`config.mk`:
```
export PLATFORM = sky130hd
export DESIGN_NAME = cam_match_reader
export DESIGN_NICKNAME = d
export VERILOG_FILES = /design/src/rtl/cam_pkg.sv /design/src/rtl/lsb_prio_enc.sv /design/src/rtl/cam_match_reader.sv
export SDC_FILE = /design/constraint.sdc
export NUM_CORES = 1
export LEC_CHECK = 0
export ABC_CLOCK_PERIOD_IN_PS = 1900
export BUFFER_PORTS_ARGS = -buffer_cell sky130_fd_sc_hd__clkbuf_2
export CAP_MARGIN = 15
export CORE_ASPECT_RATIO = 0.7
export CORE_MARGIN = 8
export CORE_UTILIZATION = 42
export CTS_BUF_LIST = sky130_fd_sc_hd__clkbuf_8
export CTS_CLUSTER_SIZE = 30
export DETAILED_ROUTE_END_ITERATION = 8
export GPL_ROUTABILITY_DRIVEN = 0
export PLACE_DENSITY = 0.62
export REMOVE_ABC_BUFFERS = 1
export SKIP_LAST_GASP = 1
export SYNTH_ARGS = -nofsm -noshare
export SYNTH_HDL_FRONTEND = slang
export SYNTH_SLANG_ARGS = --single-unit
```
`constraint.sdc`:
```
create_clock -name clk -period 1.9 [get_ports clk]
set_input_delay 0.19 -clock clk [delete_from_list [all_inputs] [get_ports clk]]
set_output_delay 0.19 -clock clk [all_outputs]
set_load 0.05 [all_outputs]
```
`src/rtl/cam_pkg.sv`:
```
// Shared definitions for the 16-entry CAM and its companion blocks.
//
// Contents:
//   N_ENTRIES - number of CAM entries (width of the match vector)
//   IDX_W     - binary index width, log2(N_ENTRIES)
//   state_e   - two-state controller encoding used by cam_match_reader
package cam_pkg;

  localparam int N_ENTRIES = 16;
  localparam int IDX_W     = $clog2(N_ENTRIES);

  typedef enum logic {
    IDLE = 1'b0,
    EMIT = 1'b1
  } state_e;

endpackage : cam_pkg

```
`src/rtl/lsb_prio_enc.sv`:
```
// Lowest-set-bit priority encoder.
//
// Ports:
//   vec_i  in  W      input vector
//   idx_o  out IDX_W  index of the lowest set bit (0 when vec_i is zero)
//   any_o  out 1      at least one bit of vec_i is set
//   one_o  out 1      exactly one bit of vec_i is set
//   clr_o  out W      vec_i with its lowest set bit cleared
module lsb_prio_enc #(
  parameter int W     = 16,
  parameter int IDX_W = $clog2(W)
) (
  input  logic [W-1:0]     vec_i,
  output logic [IDX_W-1:0] idx_o,
  output logic             any_o,
  output logic             one_o,
  output logic [W-1:0]     clr_o
);

  // Subtracting one borrows through the trailing zeros and flips the lowest
  // set bit, so the AND removes exactly that bit.
  logic [W-1:0] vec_minus_one;

  assign vec_minus_one = vec_i - W'(1);
  assign clr_o         = vec_i & vec_minus_one;
  assign any_o         = |vec_i;
  assign one_o         = any_o && (clr_o == '0);

  // Scan from the top down so the lowest set bit is the last one written.
  always_comb begin
    // NOTE: every always_comb output gets a default first; a path that leaves
    // it unassigned would infer a latch.
    idx_o = '0;
    for (int i = W - 1; i >= 0; i--) begin
      if (vec_i[i]) idx_o = IDX_W'(i);
    end
  end

endmodule : lsb_prio_enc

```
`src/rtl/cam_match_reader.sv`:
```
// Read-side companion to the CAM: turns a captured multi-hot match vector into
// a stream of binary entry indices, lowest first, over valid/ready.
//
// Ports:
//   clk          in  1            clock, rising edge
//   rst          in  1            asynchronous active-high reset
//   ena          in  1            enable, gates load acceptance only
//   load         in  1            strobe: capture match_vec
//   match_vec    in  N_ENTRIES    multi-hot match vector from the CAM
//   busy         out 1            captured matches remain to be emitted
//   out_valid    out 1            out_idx/out_last are valid
//   out_ready    in  1            consumer accepts the current index
//   out_idx      out IDX_W        index of the lowest pending match
//   out_last     out 1            current index is the final pending match
//   match_count  out IDX_W+1      popcount of the last accepted vector
//   no_match     out 1            pulse: accepted vector was all-zero
//   load_drop    out 1            pulse: load arrived while busy, discarded
module cam_match_reader
  import cam_pkg::*;
#(
  parameter int N_ENTRIES = cam_pkg::N_ENTRIES,
  parameter int IDX_W     = $clog2(N_ENTRIES)
) (
  input  logic                 clk,
  input  logic                 rst,
  input  logic                 ena,
  input  logic                 load,
  input  logic [N_ENTRIES-1:0] match_vec,
  output logic                 busy,
  output logic                 out_valid,
  input  logic                 out_ready,
  output logic [IDX_W-1:0]     out_idx,
  output logic                 out_last,
  output logic [IDX_W:0]       match_count,
  output logic                 no_match,
  output logic                 load_drop
);

  function automatic logic [IDX_W:0] popcount(input logic [N_ENTRIES-1:0] v);
    logic [IDX_W:0] c;
    c = '0;
    for (int i = 0; i < N_ENTRIES; i++) begin
      c = c + {{IDX_W{1'b0}}, v[i]};
    end
    return c;
  endfunction

  state_e                 state_q, state_d;
  logic [N_ENTRIES-1:0]   pending_q, pending_d;
  logic [IDX_W:0]         count_q, count_d;
  logic                   no_match_q, no_match_d;
  logic                   load_drop_q, load_drop_d;

  logic [IDX_W-1:0]       enc_idx;
  logic                   enc_any;
  logic                   enc_one;
  logic [N_ENTRIES-1:0]   enc_clr;
  logic                   emitting;
  logic                   xfer;

  lsb_prio_enc #(
    .W     (N_ENTRIES),
    .IDX_W (IDX_W)
  ) u_enc (
    .vec_i (pending_q),
    .idx_o (enc_idx),
    .any_o (enc_any),
    .one_o (enc_one),
    .clr_o (enc_clr)
  );

  // Handshake outputs come only from registers, so out_valid never depends
  // combinationally on out_ready.
  assign emitting    = (state_q == EMIT);
  assign busy        = emitting;
  assign out_valid   = emitting;
  assign out_idx     = emitting ? enc_idx : '0;
  assign out_last    = emitting && enc_one;
  assign match_count = count_q;
  assign no_match    = no_match_q;
  assign load_drop   = load_drop_q;

  // pending is never zero while emitting; the any-set guard keeps a transfer
  // from being counted against an empty register.
  assign xfer = emitting && out_ready && enc_any;

  always_comb begin
    state_d     = state_q;
    pending_d   = pending_q;
    count_d     = count_q;
    no_match_d  = 1'b0;
    load_drop_d = 1'b0;

    unique case (state_q)
      IDLE: begin
        if (load && ena) begin
          if (match_vec != '0) begin
            pending_d = match_vec;
            count_d   = popcount(match_vec);
            state_d   = EMIT;
          end else begin
            count_d    = '0;
            no_match_d = 1'b1;
          end
        end
      end

      EMIT: begin
        // A load while busy is discarded regardless of ena, including on the
        // cycle of the final transfer.
        if (load) load_drop_d = 1'b1;
        if (xfer) begin
          pending_d = enc_clr;
          if (enc_one) state_d = IDLE;
        end
      end

      default: state_d = IDLE;
    endcase
  end

  always_ff @(posedge clk or posedge rst) begin
    if (rst) begin
      state_q     <= IDLE;
      pending_q   <= '0;
      count_q     <= '0;
      no_match_q  <= 1'b0;
      load_drop_q <= 1'b0;
    end else begin
      // NOTE: sequential state uses non-blocking assignments so every register
      // samples the pre-edge value of every other register.
      state_q     <= state_d;
      pending_q   <= pending_d;
      count_q     <= count_d;
      no_match_q  <= no_match_d;
      load_drop_q <= load_drop_d;
    end
  end

endmodule : cam_match_reader

```
==> run metrics <==
status complete, but fails checks; failing checks negative setup slack; initial DRC count 166; CTS tree done; layout cells sized above 1 52.8%; fill count 316; Rel. slew slack 72.3%; worst hold-check path type primary input to flop; Least-Margin Pin Slew 0.415 ns; Finished Cell Area 0.00299 mm2; crit end category flop; Seq/Total Area, Yosys 32.5%; GRT overflow 0; Clock transition at path regs 0.09 ns; first-pass GRT wire length 10300 um; largest net degree at the start of global routing 25; first-pass detailed-route iteration total 4; asr flop ratio synth 100%; mean routed wirelength per cell 18.7 um; largest family of logic cells by synthesized area compound AO/OA/AOI/OAI gates; DR vias 2047; startpoint types primary input; fin worst setup slack -1.22 ns; Post-Route WL 6780 um; crit-path max FO 2; Nets 345; io pins 35; Post-synth top flop dfrtp_1; worst skew pair latency 0.28 ns; pre-CTS WS -1.65 ns; DP Cell Count 345; Tmin final 3.12 ns; number of synthesized flops with an enable pin 0; Hold Worst Slack 0.143 ns; Non-Filler Instances 362; num rows 20; Initial Utilization 43.2%; final hold violations 0; Max Fclk 320 MHz; mux cell area share after synthesis 0%; vias in the first global route 2070; synthesized flop and latch total 24; Max Cap Viol 0; Avg Cell Area, Syn 9.01 um2; worst vdd ir 1.98 mV; Final ANT Viol Nets 0; number of port buffers 34; Synth Area in Adders 15.4%; DP HPWL 4510 um; Pwr Density 2110 mW/mm2; Synth Area in Compound Gates 23.8%; # setup viols final 27; simple-gate portion of the synthesized area 18.4%; clk root buf clkbuf_8; H-tree Lvls 1; Cell Area, Placed 0.00253 mm2; die height 71.5 um; mapped cell area 0.00185 mm2; Post-route DRC 0; Area Overhead vs Synth 62.1%; distinct cell type count after synthesis 50; vias per inst 5.65; post-synthesis xor/xnor area fraction 0.949%; die area 0.00681 mm2; kind of critical path primary input to flop; WP data required 2.08 ns; Die Wd 95.3 um; Mapped Cells 205; number of diodes 0; clock tree sinks 24; Multi-input gate area 0.00130 mm2; Max Slew Vio Count 0; period utilization 164%; Warnings, synthesis 0; Core Footprint 0.00428 mm2; worst-case clock buffer depth 2; Total GRT Usage 19.0%; unrepaired setup endpoints after global routing yes; initial antenna violation count 0; total CTS buffers 3; FF/Latch Area 604 um2; CP arrival 3.30 ns; Leak 1.48 nW; Power Total 6.33 mW; Worst Skew 0.00483 ns
-- worst paths after layout --
path	startpoint	end	slack [ns]	cells past startpoint
hold / removal	match_vec[1]	pending_q[1]	0.14	2
hold reg to reg	match_count[4]	match_count[4]	0.51	1
min in group asynchronous	rst	match_count[4]	0.50	4
setup / recovery	match_vec[9]	match_count[4]	-1.22	11
max in group asynchronous	rst	pending_q[1]	1.12	4
setup reg to reg	pending_q[1]	pending_q[6]	-0.19	10
-- Yosys cell counts (2+ instances only) --
master | number | area share, %
fa_1 | 10 | 11
a21oi_1 | 9 | 2.4
nor4_4 | 2 | 2.3
and3_1 | 2 | 0.68
o31ai_1 | 3 | 1.2
o21ai_0 | 9 | 2.4
nand3_1 | 2 | 0.54
a21o_1 | 2 | 0.81
nor2b_1 | 2 | 0.68
nor4_1 | 5 | 1.7
dfrtp_1 | 24 | 33
or4_1 | 2 | 0.81
nor4b_1 | 2 | 0.95
a211oi_1 | 3 | 1.2
a22o_1 | 14 | 6.6
inv_1 | 29 | 5.9
o22ai_1 | 2 | 0.68
clkbuf_1 | 7 | 1.4
ha_1 | 6 | 4.1
nand2_1 | 15 | 3.0
a32o_1 | 2 | 1.1
o21ai_1 | 7 | 1.9
nor2_1 | 14 | 2.8
nor3_1 | 3 | 0.81
and2_1 | 3 | 1.0
or2_2 | 2 | 0.68
-- worst max-delay path, stage by stage --
cell and delay, ns:
buf_6 0.07, inv_2 0.03, fa_1 0.51, fa_2 0.56, fa_2 0.44, fa_1 0.51
inv_2 0.05, ha_4 0.15, fa_2 0.34, a21o_1 0.19, a32o_1 0.25
-- per-layer routing --
metal | share of wire [%] | track usage (%)
met5 | 0 | 0
met4 | 2.2 | 3.97
met3 | 7.8 | 4.28
met2 | 45 | 28.3
met1 | 45 | 27.1
-- cell families (layout without fill, tap and decap cells) --
logic type	after synthesis	count (layout)
simple gates	59	59
compound gates	63	64
flops	24	24
fa+ha+maj	17	17
buf+inv	40	141
xor+xnor	2	2
-- cell type report --
class | instances | share of cell area, %
clock buffers | 4 | 1.84
inverters | 29 | 3.72
multi-input cells | 142 | 43.5
flip-flops and latches | 24 | 20.2
well taps | 55 | 2.30
repair buffers | 108 | 28.4
-- power breakdown --
group	switching, mW	internal, mW	total, mW
Sequential	0.258	0.717	0.975
Combinational	2.64	2.35	4.98
Clock	0.182	0.186	0.368
-- cells in the final DEF, fill, tap and decap left out, types with 2 or more instances in the layout --
cell type / Yosys / routed
a211oi_2: 0 / 2
o21ai_0: 9 / 7
nor2b_1: 2 / 2
dfrtp_2: 0 / 3
a31o_4: 0 / 2
nand2_2: 0 / 2
nor3_1: 3 / 3
o31ai_1: 3 / 2
nor4_4: 2 / 5
buf_4: 1 / 68
ha_1: 6 / 5
buf_12: 0 / 2
nor2_1: 14 / 11
and3_1: 2 / 2
a22o_1: 14 / 14
nor4b_1: 2 / 2
dfrtp_1: 24 / 21
o21ai_2: 0 / 4
inv_1: 29 / 19
clkbuf_2: 0 / 22
nand2_1: 15 / 13
nor2_4: 0 / 3
clkbuf_8: 0 / 7
a32o_1: 2 / 2
inv_2: 0 / 9
fa_1: 10 / 6
a21o_1: 2 / 2
o21ai_1: 7 / 5
nor4_1: 5 / 3
a21oi_1: 9 / 6
buf_6: 1 / 11
and2_1: 3 / 2
fa_2: 0 / 4
a21oi_2: 0 / 3
-- timing repair --
| item | 4_1_cts | 5_1_grt |
|---|---|---|
| hold endpoints to repair | 24 | 0 |
| setup buffers | 4 | 9 |
| pin swaps | 18 | 26 |
| gates resized for setup | 35 | 46 |
| hold buffers | 1 | 0 |
| endpoints found under the setup margin | 27 | 27 |
| gates cloned | 1 | 0 |
-- through the flow --
| step | util [%] | TNS, ns |
|---|---|---|
| detailed placement | 59.1 | -11.52 |
| finish | 70.0 | -8.85 |
| floorplan | - | -23.20 |
| global placement | 59.1 | -11.58 |
| global route | 70.0 | -11.13 |
| CTS | 64.7 | -6.90 |
-- flip-flops by register name, summed over array words and instances, names as in the netlist --
register,cells
pending_q,16
load_drop,1
no_match,1
match_count,5
busy,1
Note: power is estimated with default switching activity, not from simulation.
